==> config.mk <==
export PLATFORM = sky130hd
export DESIGN_NAME = st7735_spi_tx
export DESIGN_NICKNAME = d
export VERILOG_FILES = /design/src/rtl/st7735_spi_tx.sv
export SDC_FILE = /design/constraint.sdc
export NUM_CORES = 1
export LEC_CHECK = 0
export CORE_UTILIZATION = 40
export DETAILED_ROUTE_END_ITERATION = 8
export PLACE_DENSITY = 0.6
export SYNTH_ARGS = -nofsm -noshare
export SYNTH_HDL_FRONTEND = slang
export SYNTH_SLANG_ARGS = --single-unit
==> constraint.sdc <==
create_clock -name SYSTEM_CLK -period 2.7 [get_ports SYSTEM_CLK]
set_input_delay 0.27 -clock SYSTEM_CLK [delete_from_list [all_inputs] [get_ports SYSTEM_CLK]]
set_output_delay 0.27 -clock SYSTEM_CLK [all_outputs]
set_load 0.02 [all_outputs]
==> src/rtl/st7735_spi_tx.sv <==
// SPI write engine for ST7735-class panels: panel reset sequencing, then 8/16-bit
// command/data words serialised MSB first in SPI mode 0 with burst CS framing.
module st7735_spi_tx #(
  parameter int CLK_DIV           = 2,
  parameter int RESET_LOW_CYCLES  = 120,
  parameter int RESET_WAIT_CYCLES = 1440000,
  parameter int CS_GAP_CYCLES     = 2
) (
  input  logic        SYSTEM_CLK,
  input  logic        SYSTEM_RESET,
  input  logic [15:0] IN_DATA,
  input  logic        IN_WIDE,
  input  logic        IN_DC,
  input  logic        IN_LAST,
  input  logic        IN_VALID,
  output logic        IN_READY,
  input  logic        REINIT,
  output logic        INIT_DONE,
  output logic        BUSY,
  output logic        CS,
  output logic        DC,
  output logic        LCD_CLK,
  output logic        MOSI,
  output logic        LCD_RESET
);
  // Handshake: a word transfers on a rising edge where IN_VALID && IN_READY;
  // IN_READY is combinational and never depends on IN_VALID.

  localparam int MAX_A = (CLK_DIV > CS_GAP_CYCLES) ? CLK_DIV : CS_GAP_CYCLES;
  localparam int MAX_B = (RESET_LOW_CYCLES > RESET_WAIT_CYCLES) ? RESET_LOW_CYCLES : RESET_WAIT_CYCLES;
  localparam int MAX_P = (MAX_A > MAX_B) ? MAX_A : MAX_B;
  localparam int CW    = $clog2(MAX_P + 1);

  localparam logic [CW-1:0] C_DIV_M1  = CW'(CLK_DIV - 1);
  localparam logic [CW-1:0] C_LOW_M1  = CW'(RESET_LOW_CYCLES - 1);
  localparam logic [CW-1:0] C_WAIT_M1 = CW'(RESET_WAIT_CYCLES - 1);
  localparam logic [CW-1:0] C_GAP_M1  = CW'(CS_GAP_CYCLES - 1);

  typedef enum logic [2:0] {ST_RST_LOW, ST_RST_WAIT, ST_IDLE, ST_SHIFT, ST_GAP} state_t;

  state_t        r_state, w_state;
  logic [CW-1:0] r_cnt, w_cnt;
  logic [3:0]    r_bit, w_bit;
  logic [15:0]   r_shreg, w_shreg;
  logic          r_last, w_last;
  logic          r_dc, w_dc;
  logic          r_cs, w_cs;
  logic          r_sck, w_sck;
  logic          r_mosi, w_mosi;
  logic          r_lcd_reset, w_lcd_reset;
  logic          r_init_done, w_init_done;
  logic          w_accept;

  assign IN_READY  = (r_state == ST_IDLE) && !REINIT;
  assign w_accept  = IN_VALID && IN_READY;
  assign BUSY      = !((r_state == ST_IDLE) && r_cs);
  assign INIT_DONE = r_init_done;
  assign CS        = r_cs;
  assign DC        = r_dc;
  assign LCD_CLK   = r_sck;
  assign MOSI      = r_mosi;
  assign LCD_RESET = r_lcd_reset;

  always_comb begin
    w_state     = r_state;
    w_cnt       = r_cnt;
    w_bit       = r_bit;
    w_shreg     = r_shreg;
    w_last      = r_last;
    w_dc        = r_dc;
    w_cs        = r_cs;
    w_sck       = r_sck;
    w_mosi      = r_mosi;
    w_lcd_reset = r_lcd_reset;
    w_init_done = r_init_done;
    case (r_state)
      ST_RST_LOW: begin
        if (r_cnt == C_LOW_M1) begin
          w_cnt       = '0;
          w_lcd_reset = 1'b1;
          w_state     = ST_RST_WAIT;
        end else begin
          w_cnt = r_cnt + CW'(1);
        end
      end
      ST_RST_WAIT: begin
        if (r_cnt == C_WAIT_M1) begin
          w_cnt       = '0;
          w_init_done = 1'b1;
          w_state     = ST_IDLE;
        end else begin
          w_cnt = r_cnt + CW'(1);
        end
      end
      ST_IDLE: begin
        if (REINIT) begin
          // Closes any open burst in the same transition as the reset restarts.
          w_state     = ST_RST_LOW;
          w_cnt       = '0;
          w_cs        = 1'b1;
          w_sck       = 1'b0;
          w_mosi      = 1'b0;
          w_lcd_reset = 1'b0;
          w_init_done = 1'b0;
        end else if (w_accept) begin
          w_state = ST_SHIFT;
          w_cnt   = '0;
          w_shreg = IN_WIDE ? IN_DATA : {IN_DATA[7:0], 8'h00};
          w_mosi  = IN_WIDE ? IN_DATA[15] : IN_DATA[7];
          w_bit   = IN_WIDE ? 4'd15 : 4'd7;
          w_last  = IN_LAST;
          w_dc    = IN_DC;
          w_cs    = 1'b0;
          w_sck   = 1'b0;
        end
      end
      ST_SHIFT: begin
        if (r_cnt != C_DIV_M1) begin
          w_cnt = r_cnt + CW'(1);
        end else if (!r_sck) begin
          w_cnt = '0;
          w_sck = 1'b1;
        end else begin
          // End of a high phase: advance to the next bit or finish the word.
          w_cnt = '0;
          w_sck = 1'b0;
          if (r_bit == 4'd0) begin
            if (r_last) begin
              w_cs    = 1'b1;
              w_state = ST_GAP;
            end else begin
              w_state = ST_IDLE;
            end
          end else begin
            w_bit   = r_bit - 4'd1;
            w_shreg = {r_shreg[14:0], 1'b0};
            w_mosi  = r_shreg[14];
          end
        end
      end
      ST_GAP: begin
        if (r_cnt == C_GAP_M1) begin
          w_cnt   = '0;
          w_state = ST_IDLE;
        end else begin
          w_cnt = r_cnt + CW'(1);
        end
      end
      default: w_state = ST_RST_LOW;
    endcase
  end

  always_ff @(posedge SYSTEM_CLK) begin
    if (SYSTEM_RESET) begin
      r_state     <= ST_RST_LOW;
      r_cnt       <= '0;
      r_bit       <= '0;
      r_shreg     <= '0;
      r_last      <= 1'b0;
      r_dc        <= 1'b0;
      r_cs        <= 1'b1;
      r_sck       <= 1'b0;
      r_mosi      <= 1'b0;
      r_lcd_reset <= 1'b0;
      r_init_done <= 1'b0;
    end else begin
      r_state     <= w_state;
      r_cnt       <= w_cnt;
      r_bit       <= w_bit;
      r_shreg     <= w_shreg;
      r_last      <= w_last;
      r_dc        <= w_dc;
      r_cs        <= w_cs;
      r_sck       <= w_sck;
      r_mosi      <= w_mosi;
      r_lcd_reset <= w_lcd_reset;
      r_init_done <= w_init_done;
    end
  end
endmodule

==> results.yml <==
yosys:
  async_flop_share_pct: 0
  synth_compound_area_share_pct: 20.29
  synth_nets: 366
  synthAdderAreaFrac_pct: 1.381
  yosysUniqueCellTypes: 52
  ys_seq_elements: 50
  syn_avg_cell_area_um2: 7.997
  yosys_warnings: 0
  yosys_most_used_dff: "dfxtp_1"
  yosysSeqAreaShare_pct: 36.82
  synthMuxAreaShare_pct: 3.313
  syn_inst: 340
  syn_area_um2: 2719
  synth-edff-count: 0
  synth_top_family_by_area: "simple AND/OR/NAND/NOR gates"
  yosys.area_share.simple_pct: 28.35
  synthXorXnorAreaFrac_pct: 4.510
sta:
  hold_violations: 0
  period_share_pct: 88.00
  maxSlewViolCount: 0
  tightest_slew_ns: 0.7172
  finalCriticalPeriod_ns: 2.376
  fmax_mhz: 420.9
  slew_headroom_pct: 51.75
  timing.setup.tns_ns: 0
  skew_ns: 0.01017
  rsz0062_at_grt: "no"
  layout_setup_ws_ns: 0.3239
  setup_viol: 0
clock_network:
  cts_tree: "built"
  cts_hold_buf: 0
  clock_latency_ns: 0.30
  cts.path.max_buffers: 2
  cts_root_buffer: "clkbuf_8"
  cts-resized-gates: 0
  cts_setup_buffers: 0
  clk_pin_slew_ns: 0.09
  htreeDepth: 2
  clock_sinks: 50
  numCtsBuffers: 5
route:
  routed_wl_mm: 6.501
  dr.pass1.iters: 7
  vias_per_cell: 5.616
  routedWlPerCell_um: 14.67
  drc_errors: 5
  ant_nets: 0
  num_vias: 2488
  drtIter0Drc: 145
placed_design:
  dp_slack_ns: 0.3314
  port_buffers: 30
  gp_congestion: 0.8172
  hpwl_mm: 4.698
  placed_cell_area_um2: 3079
final_layout:
  fin_nets: 392
  drive_gt1_share_pct: 9.016
  syn_to_final_growth_pct: 16.15
  multi_input_area_um2: 1573
  design_area_um2: 3158
  fillers: 646
  register_area_um2: 1001
  n_antenna_cell: 0
setup_path:
  worst_path_max_delay_cell: "clkdlybuf4s50_1"
  cp.arrival_ns: 2.11
  cp-end-kind: "output port"
  path_cells: "nand2_1, nor3_1, clkdlybuf4s50_1"
  worst-path-max-fanout: 13
  regToRegStartpoint: "r_cnt[19]$_SDFFE_PP0P_"
  crit_path_max_incr_delay_ns: 0.68
  start_kind: "flip-flop"
  setup.worst_path.start: "r_state[1]$_SDFFE_PP0P_"
  r2r_setup_slack_ns: 0.39
  critPathKind: "flip-flop to output port"
  critical_path_buf_inv_count: 1
  critPathRequiredTime_ns: 2.43
  path_delay_family: "buffers and inverters"
run:
  drv_cap: 0
power_and_ir_drop:
  p_total_uw: 1501
  leakage_uw: 0.001097
  ir_drop_mv: 0.1939
  p_per_area_nw_per_um2: 475.4
min_path:
  hp-start: "DC$_SDFFE_PP0P_"
  min_path_type: "flip-flop to flip-flop"
floorplan:
  ios: 31
  die_w_um: 84.45
  die_h_um: 84.45
  core_area_um2: 6459
  fp-row-count: 29
  die_area_um2: 7131
  start_util_pct: 42.10
global_route:
  globalRouteOverflowTotal: 0
  grtUsageTotal_pct: 19.28
  grt_max_degree: 31
  grt_pass1_wl_mm: 11.08
  grt_pass1_vias: 2266
  grt_antenna_before_repair: 0
outcome:
  failed_checks: "DRC"
  status: "finished with violations"
[tightest hold or removal path: cells and delay by family, from the launching register on]
kind            cells  cell delay [ns]
flops               1             0.32
simple gates        1             0.05
compound gates      1             0.05
[per-stage QoR]
step | hold WS [ns] | cells | util [%]
final | 0.4541 | 443 | 48.90
after global routing | 0.4733 | 443 | 48.90
after global placement | 0.4410 | 436 | 47.68
after CTS | 0.4586 | 443 | 48.90
after floorplan | 0.4175 | 340 | -
after detailed placement | 0.4453 | 436 | 47.68
[flip-flops by register name (all words and copies together) (netlist names)]
signal     cells
r_bit          4
LCD_RESET      1
r_last         1
MOSI           1
r_shreg       15
DC             1
r_state        3
CS             1
r_cnt         21
LCD_CLK        1
INIT_DONE      1
[logic make-up after synthesis]
kind of cell    Yosys count
compound gates           76
buf+inv                  30
simple gates            158
xor+xnor                 14
mux                       9
flops                    50
fa+ha+maj                 3
[synth_stat cells, types with 4 or more instances]
| library cell | number | share of area (%) |
|---|---|---|
| dfxtp_1 | 50 | 37 |
| nand2_1 | 50 | 6.9 |
| nor2_1 | 36 | 5.0 |
| nand3_1 | 21 | 3.9 |
| a21oi_1 | 16 | 2.9 |
| clkbuf_1 | 14 | 1.9 |
| o21ai_0 | 13 | 2.4 |
| nand4_1 | 12 | 2.8 |
| nor3_1 | 11 | 2.0 |
| o211ai_1 | 11 | 3.0 |
| xor2_1 | 10 | 3.2 |
| inv_1 | 9 | 1.2 |
| mux2i_1 | 9 | 3.3 |
| a311oi_1 | 7 | 2.3 |
| and3_1 | 5 | 1.2 |
| nor2b_1 | 4 | 0.92 |
| xnor2_1 | 4 | 1.3 |
[cells in the final DEF, fill, tap and decap left out, drive strengths merged, types with 4 or more instances in the layout]
cell,instances
and3,5
a21oi,16
nand3,21
o211ai,11
o31ai,4
clkdlybuf4s50,30
inv,9
a311oi,10
nor4,6
clkbuf,5
nor3,11
dfxtp,50
xnor2,4
nor2,39
nand2,50
nand4,13
buf,10
xor2,10
nor2b,4
mux2i,9
o21ai,15
[report_power, final]
group	internal, uW	switching, uW
clock network	175	238
registers	761	26.9
logic	132	169
[metal layers]
layer / vias to the layer above / share of wire [%] / track usage (%)
met5: - / 0 / 0
met4: 0 / 1.4 / 6.471
met3: 9 / 3.7 / 3.147
met2: 43 / 43 / 29.14
met1: 1156 / 52 / 27.92
li1: 1280 / - / -
[layout make-up]
class	instances	area share (%)
timing repair buffer	40	11.89
multi-input combinational	260	49.80
inverter	9	1.070
clock inverter	2	0.3170
sequential	50	31.70
tap	77	3.051
clock buffer	5	2.179
[path summary, 6_finish.rpt]
kind / depth (start not counted) / end
max: 3 / IN_READY
min: 2 / DC$_SDFFE_PP0P_
max reg2reg: 6 / r_bit[0]$_SDFFE_PP0P_
min reg2reg: 2 / DC$_SDFFE_PP0P_
No activity file was read; power rests on OpenSTA's default activity.
